$ cat src/rtl/vga_frame_scanner.sv
// -----------------------------------------------------------------------------
// vga_frame_scanner
//
// Scans a (H_ACTIVE/2) x (V_ACTIVE/2) frame buffer out to a VGA display at
// H_ACTIVE x V_ACTIVE, doubling every pixel in both axes. The block produces
// the frame-buffer read address, registers the filtered pixel coming back
// from the RAM + filter path, and drives the DAC pins. Sync and blank are
// delayed by the same number of pixel ticks as the colour path, so all pins
// stay aligned.
//
// Ports:
//   clk            system clock (pixel rate is clk/2)
//   rst_n          asynchronous, active-low reset
//   filter_output  filtered pixel {R[29:20], G[19:10], B[9:0]}
//   fb_rdaddress   frame-buffer read address (held outside the active area)
//   fb_rden        read enable, high only for active-area reads
//   vga_r/g/b      8-bit colour, top 8 bits of each 10-bit channel
//   vga_hs/vga_vs  active-low syncs
//   vga_blank_n    low outside the visible area
//   vga_sync_n     tied low
//   vga_clk        pixel clock (the tick toggle register)
//   frame_start    one-clk strobe at the start of vertical blanking
// -----------------------------------------------------------------------------
module vga_frame_scanner #(
    parameter int H_ACTIVE   = 640,
    parameter int H_FP       = 16,
    parameter int H_SYNC     = 96,
    parameter int H_BP       = 48,
    parameter int V_ACTIVE   = 480,
    parameter int V_FP       = 10,
    parameter int V_SYNC     = 2,
    parameter int V_BP       = 33,
    parameter int RD_LATENCY = 2,
    parameter int ADDR_W     = 17
) (
    input  logic              clk,
    input  logic              rst_n,
    input  logic [29:0]       filter_output,
    output logic [ADDR_W-1:0] fb_rdaddress,
    output logic              fb_rden,
    output logic [7:0]        vga_r,
    output logic [7:0]        vga_g,
    output logic [7:0]        vga_b,
    output logic              vga_hs,
    output logic              vga_vs,
    output logic              vga_blank_n,
    output logic              vga_sync_n,
    output logic              vga_clk,
    output logic              frame_start
);

    localparam int H_TOTAL = H_ACTIVE + H_FP + H_SYNC + H_BP;
    localparam int V_TOTAL = V_ACTIVE + V_FP + V_SYNC + V_BP;
    localparam int HW      = $clog2(H_TOTAL);
    localparam int VW      = $clog2(V_TOTAL);
    // Address register is stage 1, RAM + filter add RD_LATENCY ticks.
    localparam int PIPE_D  = RD_LATENCY + 1;

    localparam logic [HW-1:0]     H_LAST     = HW'(H_TOTAL - 1);
    localparam logic [VW-1:0]     V_LAST     = VW'(V_TOTAL - 1);
    localparam logic [HW-1:0]     H_ACT_C    = HW'(H_ACTIVE);
    localparam logic [VW-1:0]     V_ACT_C    = VW'(V_ACTIVE);
    localparam logic [HW-1:0]     H_ACT_LAST = HW'(H_ACTIVE - 1);
    localparam logic [VW-1:0]     V_ACT_LAST = VW'(V_ACTIVE - 1);
    localparam logic [HW-1:0]     HS_START   = HW'(H_ACTIVE + H_FP);
    localparam logic [HW-1:0]     HS_END     = HW'(H_ACTIVE + H_FP + H_SYNC - 1);
    localparam logic [VW-1:0]     VS_START   = VW'(V_ACTIVE + V_FP);
    localparam logic [VW-1:0]     VS_END     = VW'(V_ACTIVE + V_FP + V_SYNC - 1);
    localparam logic [ADDR_W-1:0] ROW_STEP   = ADDR_W'(H_ACTIVE / 2);

    logic              tick_reg;
    logic [HW-1:0]     h_cnt_reg;
    logic [VW-1:0]     v_cnt_reg;
    logic [ADDR_W-1:0] row_base_reg;
    logic [PIPE_D-1:0] active_pipe_reg;
    logic [PIPE_D-1:0] hs_pipe_reg;
    logic [PIPE_D-1:0] vs_pipe_reg;

    logic              active;
    logic              hs_raw;
    logic              vs_raw;
    logic              h_wrap;
    logic              v_wrap;
    logic [ADDR_W-1:0] addr_next;
    logic              delayed_active;

    // Only the top 8 bits of each channel reach the DAC.
    logic unused_filter_lsbs;
    assign unused_filter_lsbs = ^{filter_output[21:20], filter_output[11:10], filter_output[1:0]};

    assign active    = (h_cnt_reg < H_ACT_C) && (v_cnt_reg < V_ACT_C);
    assign hs_raw    = !((h_cnt_reg >= HS_START) && (h_cnt_reg <= HS_END));
    assign vs_raw    = !((v_cnt_reg >= VS_START) && (v_cnt_reg <= VS_END));
    assign h_wrap    = (h_cnt_reg == H_LAST);
    assign v_wrap    = (v_cnt_reg == V_LAST);
    // Each frame-buffer pixel covers two display columns: drop h bit 0.
    assign addr_next = row_base_reg + ADDR_W'(h_cnt_reg >> 1);

    assign delayed_active = active_pipe_reg[PIPE_D-1];

    assign vga_clk    = tick_reg;
    assign vga_sync_n = 1'b0;

    always_ff @(posedge clk or negedge rst_n) begin
        if (!rst_n) begin
            tick_reg        <= 1'b0;
            h_cnt_reg       <= '0;
            v_cnt_reg       <= '0;
            row_base_reg    <= '0;
            // Delay lines reset to "blank, sync inactive" so release never
            // produces a partial sync pulse.
            active_pipe_reg <= '0;
            hs_pipe_reg     <= '1;
            vs_pipe_reg     <= '1;
            fb_rdaddress    <= '0;
            fb_rden         <= 1'b0;
            vga_r           <= '0;
            vga_g           <= '0;
            vga_b           <= '0;
            vga_hs          <= 1'b1;
            vga_vs          <= 1'b1;
            vga_blank_n     <= 1'b0;
            frame_start     <= 1'b0;
        end else begin
            tick_reg    <= ~tick_reg;
            frame_start <= 1'b0;

            if (tick_reg) begin
                // Raster counters
                if (h_wrap) begin
                    h_cnt_reg <= '0;
                    v_cnt_reg <= v_wrap ? '0 : v_cnt_reg + 1'b1;
                end else begin
                    h_cnt_reg <= h_cnt_reg + 1'b1;
                end

                // Row base advances once per pair of display lines, so the
                // address needs no multiplier.
                if (h_wrap) begin
                    if (v_wrap) begin
                        row_base_reg <= '0;
                    end else if (v_cnt_reg[0] && (v_cnt_reg < V_ACT_C)) begin
                        row_base_reg <= row_base_reg + ROW_STEP;
                    end
                end

                // Stage 1: frame-buffer read; address holds during blanking.
                if (active) begin
                    fb_rdaddress <= addr_next;
                    fb_rden      <= 1'b1;
                end else begin
                    fb_rden      <= 1'b0;
                end

                // Control delay lines track the address + RAM/filter path.
                active_pipe_reg <= PIPE_D'({active_pipe_reg, active});
                hs_pipe_reg     <= PIPE_D'({hs_pipe_reg, hs_raw});
                vs_pipe_reg     <= PIPE_D'({vs_pipe_reg, vs_raw});

                // Output register: colour forced to black outside the picture.
                vga_r       <= delayed_active ? filter_output[29:22] : 8'h00;
                vga_g       <= delayed_active ? filter_output[19:12] : 8'h00;
                vga_b       <= delayed_active ? filter_output[9:2]   : 8'h00;
                vga_blank_n <= delayed_active;
                vga_hs      <= hs_pipe_reg[PIPE_D-1];
                vga_vs      <= vs_pipe_reg[PIPE_D-1];

                // Last visible pixel of the frame: vertical blanking begins.
                frame_start <= (h_cnt_reg == H_ACT_LAST) && (v_cnt_reg == V_ACT_LAST);
            end
        end
    end

endmodule

$ cat config.mk
export PLATFORM = sky130hd
export DESIGN_NAME = vga_frame_scanner
export DESIGN_NICKNAME = d
export VERILOG_FILES = /design/src/rtl/vga_frame_scanner.sv
export SDC_FILE = /design/constraint.sdc
export NUM_CORES = 1
export LEC_CHECK = 0
export CAP_MARGIN = 20
export CORE_AREA = 2 2 91 93
export CTS_BUF_LIST = sky130_fd_sc_hd__clkbuf_2
export CTS_CLUSTER_SIZE = 14
export DETAILED_ROUTE_END_ITERATION = 12
export DIE_AREA = 0 0 93 95
export HOLD_SLACK_MARGIN = 0.15
export PLACE_DENSITY = 0.8
export SLEW_MARGIN = 0
export SYNTH_ARGS = -nofsm -noshare
export SYNTH_HDL_FRONTEND = slang
export SYNTH_SLANG_ARGS = --single-unit
$ cat constraint.sdc
create_clock -name clk -period 1.85 [get_ports clk]
set_input_delay 0.555 -clock clk [delete_from_list [all_inputs] [get_ports clk]]
set_output_delay 0.555 -clock clk [all_outputs]
set_load 0.005 [all_outputs]
==> Word-level counts from Yosys, hierarchy flattened <==
Index checks and enable logic that the tools add are counted.
{ "totals": {"reg_bits": 93, "out_inout_bits": 48, "word_cells": 51, "inputBits": 32} }
{ "op_classes": {"mux": 9, "add_sub_neg": 4, "n_eq_ne": 4, "n_reduce_logical": 11, "n_bitwise": 1, "n_lt_le_gt_ge": 6} }
{ "op_table": {"columns": ["operator", "count"], "rows": [
  ["two-way mux 17 bit", 2],
  ["== test 10 bit, second input constant", 3],
  ["two-way mux 8 bit", 3],
  ["adder 10 x 1 -> 10 bit, second input constant", 2],
  ["two-way mux 10 bit", 2],
  ["adder 17 x 9 -> 17 bit", 1],
  ["adder 17 x 9 -> 17 bit, second input constant", 1],
  ["== test 10 x 9 -> 1 bit, second input constant", 1],
  [">= comparator 10 bit, second input constant", 1],
  [">= comparator 10 x 9 -> 1 bit, second input constant", 1],
  ["less-or-equal comparator 10 bit, second input constant", 1],
  ["less-or-equal comparator 10 x 9 -> 1 bit, second input constant", 1],
  ["< comparator 10 bit, second input constant", 1],
  ["< comparator 10 x 9 -> 1 bit, second input constant", 1],
  ["logical AND 1 bit", 5],
  ["AND reduction 2 bit", 2],
  ["AND reduction 3 bit", 1],
  ["zero test 1 bit", 2],
  ["two-way mux 1 bit", 2],
  ["nonzero test 2 bit", 1],
  ["NOT 1 bit", 1]
]} }

==> Logic depth before layout (Yosys ltp) <==
{ "logic_depth": {"word_depth": 4, "depth_mapped": 7, "mapped_depth_nobuf": 6} }

==> Worst setup path after synthesis <==
Ideal clock, no wire load.
{ "synth_timing": {"kind": "register to register", "from": "reg h_cnt_reg[8]", "to": "reg fb_rdaddress[12]", "synth_period_minus_slack_ns": 1.683, "arrival_ns": 1.552, "required_time_ns": 1.718, "setup_ns": 0.132, "setup_slack_ns": 0.167, "path_stages_with_launch": 7, "path_buffers": 0, "path_cell_list": "dfrtp_1 > ha_1 > a21o_1 > a21oi_2 > nor3b_1 > xnor2_1 > o21ai_1"} }
{ "synth_between": {"elab_chain_cells": 3, "elab_cells_between_ends": 4, "cone_classes": "add/sub (1); order compare (1); reduce/logical (2)"} }
{ "synth_lines": {"columns": ["element", "line", "rtl"], "rows": [
  ["start: declaration", "72", "logic [HW-1:0] h_cnt_reg;"],
  ["start signal: assignment", "134", "h_cnt_reg <= h_cnt_reg + 1'b1;"],
  ["< comparator 10 bit", "91", "assign active = (h_cnt_reg < H_ACT_C) && (v_cnt_reg < V_ACT_C);"],
  ["logical AND 1 bit", "91", null],
  ["AND reduction 2 bit (no source line)", null, null],
  ["end signal: assignment", "149", "fb_rdaddress <= addr_next;"],
  ["end: declaration", "39", "output logic [ADDR_W-1:0] fb_rdaddress,"]
]} }
Parallel ways exist; a longest one is shown, timed or not.
A chain may end at the register's enable or synchronous reset.

==> Worst setup path in the final report <==
{ "layout_timing": {"from": "reg vga_r[6]", "to": "out vga_r[6]"} }
{ "layout_rtl": {"columns": ["element", "line", "rtl"], "rows": [
  ["start: declaration", "41", "output logic [7:0] vga_r,"],
  ["start signal: assignment", "161", "vga_r <= delayed_active ? filter_output[29:22] : 8'h00;"]
]} }
No word-level cell between the ends.

==> impl_results.md <==
* Synth cell types at 54
* DRT antenna net count at 0
* Routed len/inst at 14.4 µm
* Largest net degree at the start of global routing at 63
* CTS tree: yes
* PwrDens at around 590 mW/mm²
* Worst-path clk slew at 0.24 ns
* CP startpoint kind: register
* Starting Density at 51.0%
* Final setup fails at 0
* Max cap viols at 0
* Fmax at approximately 550 MHz
* DP HPWL at 6.04 mm
* Power, Total at 0.00309 W
* Commonest non-fill, non-tap cell in the layout: dfrtp_1
* Initial drt markers at around 210
* Final worst-path cycle share at about 100%
* Dpl cells at roughly 570
* Routed WL at 8.69 mm
* Worst slew pin tran at 0.798 ns
* CP Capture Type: output pin
* Total Nets Final at around 540
* Area of placed instances at 0.00498 mm²
* Max reg flops at 17
* CP Cell Sequence: dlygate4sd2_1
* Max FO, Critical Path at 2
* CP peak stage delay at approximately 0.44 ns
* Required time of the critical path at 1.29 ns
* Synthesized area at ~0.0040 mm²
* Leading cell types in the layout, fill and taps excluded: 76 x dfrtp_1, 42 x o21ai_0, 38 x buf_4
* Post-route cell area at 0.00525 mm²
* Storage cell area at 0.00216 mm²
* 1st-pass router iterations at 4
* N_diodes at 0
* Slew margin rel. at 46.8%
* CTS Buf Count at 9
* Static leakage at about 2.4 nW
* Port Buffers at 72
* Fin crit period at 1.80 ns
* Post-route DRC at 0
* Vias per inst at 5.33
* Worst-Skew Late Latency at 0.54 ns
* Core area at about 0.0079 mm²
* Syn Inst Count at about 390
* Syn-to-layout area delta at 29.9%
* Layout Skew at 0.0359 ns
* Fillers at slightly above 600
* Avg Cell Area, Syn at between 10 and 15 µm²
* Util after Layout at 66.2%
* Root Buffer: clkbuf_2
* Critical path arrival at approximately 1.3 ns
* Slew Viols, Final at 0
* Gpl congestion at a little over 0.8
* Buffers and inverters on the worst path at 1
* CTS H-tree lvls at 3
* RSZ-0062 raised after global routing: yes
* Die W at 93 µm
* Die Y at about 95 µm
* Syn nets at roughly 430
* FF-to-FF setup slack at 0.11 ns
* Vias in the first global route at 3183
* Slowest CP cell: dfrtp_1
* Status: complete, no violations
* Sequential area share after synthesis at 53.5%
* I/O pin count at 80
* Non-Filler Instances at 605
* Share of layout cells above drive strength 1 at between 10% and 20%
* GR Util All Layers at 21.2%
* Initial antenna violation count at 0
* Via count at 3225
* Global route overflow at 0
* #FFs+latches synth at 86
* Critical path's top delay family: flip-flops
* Clk sinks at 86
* Min-delay worst type: in -> async
* Share of the synthesized area in the top cell type at 48.3%
* Multi-input combinational cell area at 0.00170 mm²
* Synth area leaders: dfrtp_1 48%, dfstp_2 5.2%, o21ai_0 5.2%, nand3_1 4.5%, xnor2_1 3.5%
* First-pass GRT wire length at 14.9 mm
* Clock Tree Buf Depth at 2
* Hold Vio Cnt, Final at 0
* Die ar. at 0.00884 mm²
* Max VDD drop at 0.442 mV
* Critical path class: reg -> out
* FP Rows at 33
* Synth warn at 0
* Area leader, netlist: dfrtp_1
==> worst reg2reg max path, cell delays in order (launching register included) <==
cell      delay, ns
dfrtp_1        0.45
buf_4          0.17
and4bb_4       0.29
nand3_4        0.13
nor3_1         0.35
nand4_1        0.16
xnor2_1        0.14
==> path summary, 6_finish.rpt <==
check / start / end / cells past startpoint
setup / recovery: vga_r[6]$_DFFE_PN0P_ / vga_r[6] / 1
hold / removal: rst_n / vga_b[2]$_DFFE_PN0P_ / 2
setup reg to reg: h_cnt_reg[8]$_DFFE_PN0P_ / v_cnt_reg[8]$_DFFE_PN0P_ / 6
hold reg to reg: fb_rdaddress[5]$_DFFE_PN0P_ / fb_rdaddress[5]$_DFFE_PN0P_ / 1
max in group asynchronous: rst_n / v_cnt_reg[2]$_DFFE_PN0P_ / 3
min in group clk: fb_rdaddress[5]$_DFFE_PN0P_ / fb_rdaddress[5]$_DFFE_PN0P_ / 1
==> per-stage QoR <==
stage	worst slack (ns)	hold WS (ns)	setup TNS (ns)
2_1_floorplan	0.167	0.259	0
3_3_place_gp	0.143	0.465	0
3_5_place_dp	0.126	0.475	0
4_1_cts	0.00376	0.403	0
5_1_grt	-0.0217	0.439	-0.0300
6_report	0.0467	0.432	0
==> layout make-up <==
type                            count  area share, %
Tap cell                          105           2.50
Multi-Input combinational cell    255           32.4
Sequential cell                    86           41.2
Inverter                           31           2.22
Clock inverter                      6           1.36
Clock buffer                       10          0.953
Timing Repair Buffer              112           19.4
==> report_power, final <==
group / switching [W] / internal (W)
clock network: 0.000652 / 0.000326
registers: 0.0000134 / 0.00191
logic: 0.0000798 / 0.000110
total: 0.000745 / 0.00235
==> logic make-up after synthesis <==
group                      Yosys count  synth area share [%]
AOI/OAI and AO/OA                   87                  12.3
xor gates and xnor gates            20                  4.34
adders and majority gates            9                  2.79
buffers and inverters               50                  4.96
DFF                                 86                  53.5
muxes                               16                  4.55
other                                1                0.0928
and+or+nand+nor                    122                  17.5
==> metal layers <==
layer  vias to the layer above  global-route usage, %  share of wire, %
li1                       1557                      -                 -
met1                      1564                   27.5                46
met2                        90                   36.0                48
met3                        14                   3.99               4.7
met4                         0                   7.23               1.7
met5                         -                      0                 0
==> cell usage after synthesis (all sizes together) <==
cell type / count
conb: 1
a41o: 1
o21ai: 64
nor2b: 2
a31oi: 2
o21bai: 1
dfrtp: 78
o31ai: 3
nand3: 37
and4bb: 2
mux2: 16
dfstp: 8
and3: 3
xnor2: 16
buf: 8
nor2: 18
nor4: 3
o2111ai: 1
a21o: 1
nand4b: 1
ha: 9
nand2: 30
and4: 1
clkbuf: 11
a22o: 1
or2: 1
inv: 31
nor4bb: 1
nor3: 10
o21a: 1
nor3b: 3
and4b: 2
a21oi: 10
nand4: 7
or3: 1
xor2: 4
o41ai: 2
==> timing repair <==
action	CTS	global route
hold buffers	1	0
gates resized for setup	54	33
pin swaps	0	2
buffers inserted	9	8
hold endpoints to repair	25	0
endpoints found under the setup margin	47	34
Power figures use the tool's default switching activity.
